### src/rtl/regfile_wb_arbiter.sv
// rtl/regfile_wb_arbiter.sv - writeback arbiter for the shared regfile write port, with a pending-write scoreboard
//
// Build option: define WB_RR_ARB_EN for round-robin arbitration.
// Without it, fixed priority is used and the lowest index wins.

module regfile_wb_arbiter #(
  parameter int NUM_REQ = 3,
  parameter int XLEN    = 32
) (
  input  logic                      clk_i,
  input  logic                      rst_i,
  input  logic [NUM_REQ-1:0]        req_valid_i,
  output logic [NUM_REQ-1:0]        req_ready_o,
  input  logic [5*NUM_REQ-1:0]      req_addr_i,
  input  logic [XLEN*NUM_REQ-1:0]   req_data_i,
  output logic                      rf_we_o,
  output logic [4:0]                rf_waddr_o,
  output logic [XLEN-1:0]           rf_wdata_o,
  input  logic                      sb_set_i,
  input  logic [4:0]                sb_set_addr_i,
  input  logic                      flush_i,
  input  logic [4:0]                rs1_addr_i,
  input  logic [4:0]                rs2_addr_i,
  input  logic [4:0]                rd_addr_i,
  output logic                      hazard_o
);

  localparam int IDX_W = (NUM_REQ > 1) ? $clog2(NUM_REQ) : 1;

  logic               grant_any;
  logic [IDX_W-1:0]   grant_idx;
  logic [4:0]         win_addr;
  logic [XLEN-1:0]    win_data;
  logic               handshake;
  logic [31:0]        pend_q;
  logic [31:0]        pend_d;

`ifdef WB_RR_ARB_EN
  logic [IDX_W-1:0]   rr_ptr_q;

  // Round-robin pick: scan starting one past the last winner, first valid wins
  always_comb begin
    int k;
    k         = 0;
    grant_any = 1'b0;
    grant_idx = '0;
    win_addr  = '0;
    win_data  = '0;
    for (int i = 0; i < NUM_REQ; i++) begin
      k = (int'(rr_ptr_q) + 1 + i) % NUM_REQ;
      if (!grant_any && req_valid_i[k]) begin
        grant_any = 1'b1;
        grant_idx = IDX_W'(k);
        win_addr  = req_addr_i[5*k +: 5];
        win_data  = req_data_i[XLEN*k +: XLEN];
      end
    end
  end

  // Pointer remembers the last granted requester; idle cycles leave it alone
  always_ff @(posedge clk_i) begin
    if (rst_i) begin
      rr_ptr_q <= IDX_W'(NUM_REQ - 1);
    end else if (handshake) begin
      rr_ptr_q <= grant_idx;
    end
  end
`else
  // Fixed-priority pick: lowest-indexed valid requester wins
  always_comb begin
    grant_any = 1'b0;
    grant_idx = '0;
    win_addr  = '0;
    win_data  = '0;
    for (int i = 0; i < NUM_REQ; i++) begin
      if (!grant_any && req_valid_i[i]) begin
        grant_any = 1'b1;
        grant_idx = IDX_W'(i);
        win_addr  = req_addr_i[5*i +: 5];
        win_data  = req_data_i[XLEN*i +: XLEN];
      end
    end
  end
`endif

  // No grants while reset is held, so nothing is accepted and then dropped
  assign handshake = grant_any & ~rst_i;

  // One-hot ready to the chosen requester; depends only on valids and state
  always_comb begin
    req_ready_o = '0;
    if (handshake) begin
      req_ready_o[grant_idx] = 1'b1;
    end
  end

  // Register the accepted write; x0 is accepted but never produces an enable
  always_ff @(posedge clk_i) begin
    if (rst_i) begin
      rf_we_o    <= 1'b0;
      rf_waddr_o <= '0;
      rf_wdata_o <= '0;
    end else begin
      rf_we_o <= handshake && (win_addr != 5'd0);
      if (handshake) begin
        rf_waddr_o <= win_addr;
        rf_wdata_o <= win_data;
      end
    end
  end

  // Scoreboard next state: flush, then commit clear, then issue set (set always survives)
  always_comb begin
    pend_d = pend_q;
    if (flush_i) begin
      pend_d = '0;
    end
    if (rf_we_o) begin
      pend_d[rf_waddr_o] = 1'b0;
    end
    if (sb_set_i) begin
      pend_d[sb_set_addr_i] = 1'b1;
    end
    pend_d[0] = 1'b0;
  end

  // Scoreboard state; bit 0 is held at zero so x0 never reports a hazard
  always_ff @(posedge clk_i) begin
    if (rst_i) begin
      pend_q <= '0;
    end else begin
      pend_q <= pend_d;
    end
  end

  assign hazard_o = pend_q[rs1_addr_i] | pend_q[rs2_addr_i] | pend_q[rd_addr_i];

endmodule

### config.mk
export PLATFORM = sky130hd
export DESIGN_NAME = regfile_wb_arbiter
export DESIGN_NICKNAME = d
export VERILOG_FILES = /design/src/rtl/regfile_wb_arbiter.sv
export SDC_FILE = /design/constraint.sdc
export NUM_CORES = 1
export LEC_CHECK = 0
export CAP_MARGIN = 10
export CORE_MARGIN = 2
export CORE_UTILIZATION = 34
export DETAILED_ROUTE_END_ITERATION = 6
export PLACE_DENSITY = 0.74
export SLEW_MARGIN = 20
export SYNTH_ARGS = -nofsm -noshare
export SYNTH_HDL_FRONTEND = slang
export SYNTH_SLANG_ARGS = --single-unit
### constraint.sdc
create_clock -name clk_i -period 2.4 [get_ports clk_i]
set_input_delay 0.48 -clock clk_i [delete_from_list [all_inputs] [get_ports clk_i]]
set_output_delay 0.48 -clock clk_i [all_outputs]
set_load 0.03 [all_outputs]
==> flow_metrics.env <==
export IMPL_outcome="finished, violations left"
export IMPL_violations="setup timing"
export IMPL_cts_buffers=9
export IMPL_ant_nets=0
export IMPL_place_congestion=0.892
export IMPL_synth_largest_area_cell="dfxtp_1"
export IMPL_synth_seq_cells=69
export IMPL_die_w_um=114
export IMPL_antenna_found_initial=0
export IMPL_rsz0062_at_grt="yes"
export IMPL_worstHoldPathType="flip-flop to flip-flop"
export IMPL_slew_headroom=0.639
export IMPL_overflow=0
export IMPL_use_met1=0.292
export IMPL_drv_slew=0
export IMPL_rows=40
export IMPL_skew_ns=0.00485
export IMPL_async_reset_ff_frac=0
export IMPL_timing_final_ws_setup_ns=-0.0784
export IMPL_synth_area_top_cells="dfxtp_1 33%, nor2_1 8.3%, mux4_2 7.6%"
export IMPL_post_route_drc_count=0
export IMPL_synth_edf_count=0
export IMPL_grt_total_usage=0.246
export IMPL_startpoint="rd_addr_i[0]"
export IMPL_period_share=1.03
export IMPL_hold_path_end="rf_wdata_o[26]$_SDFFE_PP0P_"
export IMPL_timing_rr_end="pend_q[17]$_SDFF_PP0_"
export IMPL_grt_pass1_wl_um=25200
export IMPL_setup_viol=1
export IMPL_netlist_area_sq_mm=0.00414
export IMPL_r2r_cells=4
export IMPL_synth_distinct_cells=37
export IMPL_synth_most_common_cell="nor2_1"
export IMPL_cts_hold_buffers=0
export IMPL_vias=4907
export IMPL_peakVddDrop_mv=0.361
export IMPL_synth_top_area_frac=0.334
export IMPL_worstSetupPathType="primary input to output pin"
export IMPL_hold_path_depth=2
export IMPL_critical_path_startpoint_type="primary input"
export IMPL_hold_ws_ns=0.504
export IMPL_layout_nets=837
export IMPL_worstSetupEndpointType="output pin"
export IMPL_initial_core_util=0.346
export IMPL_totalWireLength_um=16200
export IMPL_port_buffers=179
export IMPL_grt_max_degree=78
export IMPL_r2r_slack_ns=0.88
export IMPL_cts_tree="done"
export IMPL_powerDensity_mw_per_mm2=508
export IMPL_period_minus_slack_ns=2.48
export IMPL_regArea_sq_mm=0.00139
export IMPL_dp_hpwl_um=12100
export IMPL_first_pass_iters=5
export IMPL_ys_seq_area_frac=0.334
export IMPL_path_clk_slew_ns=0.06
export IMPL_fmax_ghz=0.403
export IMPL_cap_viol_max_count=0
export IMPL_stdcell_count=851
export IMPL_worstPathRequired_ns=1.92
export IMPL_busiest_layer="met2"
export IMPL_cp_arrival_ns=2.00
export IMPL_die_h_um=114
export IMPL_vias_per_cell=5.77
export IMPL_cts_buffer_depth=2
export IMPL_crit_fanout=6
export IMPL_htreeDepth=3
export IMPL_nFillCells=1041
export IMPL_yosysWarnings=0
export IMPL_ys_flop_type="dfxtp_1"
export IMPL_core_sq_mm=0.0120
export IMPL_first_iter_violations=374
export IMPL_grt_met2_usage=0.418
export IMPL_drive_gt1_frac=0.169
export IMPL_timing_rr_start="rf_waddr_o[4]$_SDFFE_PP0P_"
export IMPL_post_place_ws_ns=-1.04
export IMPL_syn2layout_area_growth_pct=64.6
export IMPL_met3_usage=0.0836
export IMPL_synth_common_cells="92 x nor2_1, 69 x dfxtp_1, 52 x a21oi_1"
export IMPL_dieArea_sq_mm=0.0131
export IMPL_ios=180
export IMPL_min_delay_start="rf_wdata_o[26]$_SDFFE_PP0P_"
export IMPL_power_mw=3.46
export IMPL_grt_pass1_vias=4913
export IMPL_synth_avg_cell_area_sq_um=8.26
export IMPL_p_leak_nw=2.56
export IMPL_placed_cells=829
export IMPL_worst_pin_slew_ns=0.540
export IMPL_multi_input_area_sq_mm=0.00266
export IMPL_wire_per_inst_um=19.0
export IMPL_syn_nets=639
export IMPL_finalHoldViolCount=0
export IMPL_clock_latency_ns=0.33
export IMPL_root_buffer="clkbuf_16"
export IMPL_clock_sinks=69
export IMPL_finish_utilization=0.569
export IMPL_synthCells=501
export IMPL_antennaDiodeCount=0
-- registers in the layout, summed over array words and instances (netlist names) --
name        flops
pend_q         31
rf_waddr_o      5
rf_wdata_o     32
rf_we_o         1
-- layer usage --
layer	share of wire	vias up
met5	0	-
met4	0.025	0
met3	0.10	32
met2	0.49	261
met1	0.38	2358
li1	-	2256
-- cell usage in the layout, fill, tap and decap left out, types with 3 or more instances in the layout --
master	synthesis	routed
clkdlybuf4s50_1	0	163
nor3_1	5	3
mux2_2	5	4
nand3b_1	7	7
mux2i_1	10	10
buf_6	2	6
dfxtp_1	69	66
nand2b_1	16	16
nand3_1	6	5
mux4_2	14	17
nand2_1	30	30
o21ai_0	20	20
clkbuf_8	0	3
nor2b_1	20	19
nor3b_1	13	12
a221oi_1	34	32
a22oi_1	37	37
dlygate4sd2_1	0	3
nor2_1	92	92
buf_2	3	5
a21oi_1	52	52
and3_1	3	3
buf_12	0	7
dfxtp_2	0	3
clkbuf_16	0	9
buf_4	1	41
-- critical path, cell delays in order --
cell and delay, ns:
buf_12 0.09, buf_6 0.09, mux4_2 0.48, o2111a_1 0.28, nor4_2 0.32, nand3_2 0.11
buf_6 0.15
-- kinds of logic after synthesis --
kind of cell / Yosys count / share of synthesized area
simple gates: 202 / 0.237
compound gates: 153 / 0.248
flops: 69 / 0.334
buf+inv: 44 / 0.0454
mux: 33 / 0.136
-- report_power, final --
group / leakage [nW] / total [mW] / switching, mW / internal (mW)
clock network: 0.152 / 1.37 / 0.487 / 0.888
logic: 1.84 / 0.839 / 0.389 / 0.450
registers: 0.567 / 1.24 / 0.0474 / 1.20
total: 2.56 / 3.46 / 0.923 / 2.53
-- layout make-up --
type	count	share of cell area
Sequential cell	69	0.203
Clock buffer	13	0.0397
Multi-Input combinational cell	388	0.391
Tap cell	147	0.0270
Timing Repair Buffer	229	0.332
Clock inverter	3	0.00625
Inverter	2	0.00110
-- worst max path at each step --
stage,depth (start not counted),endpoint,slack [ns]
3_3_place_gp,7,hazard_o,-1.05
4_1_cts,7,hazard_o,-0.11
2_1_floorplan,5,hazard_o,0.004
6_report,7,hazard_o,-0.08
5_1_grt,7,hazard_o,-0.15
3_5_place_dp,7,hazard_o,-1.04
-- stage by stage --
step	setup TNS, ns	cell area, sq um
3_3_place_gp	-1.05	6340
3_5_place_dp	-1.04	6340
2_1_floorplan	0	4150
5_1_grt	-0.146	6810
6_report	-0.0784	6810
4_1_cts	-0.107	6740
-- timing repair --
item,CTS,global route
buffers inserted,4,3
gates cloned,1,0
gates resized for setup,52,20
pin swaps,9,8
setup endpoints to repair,1,1
Power figures use the tool's default switching activity.
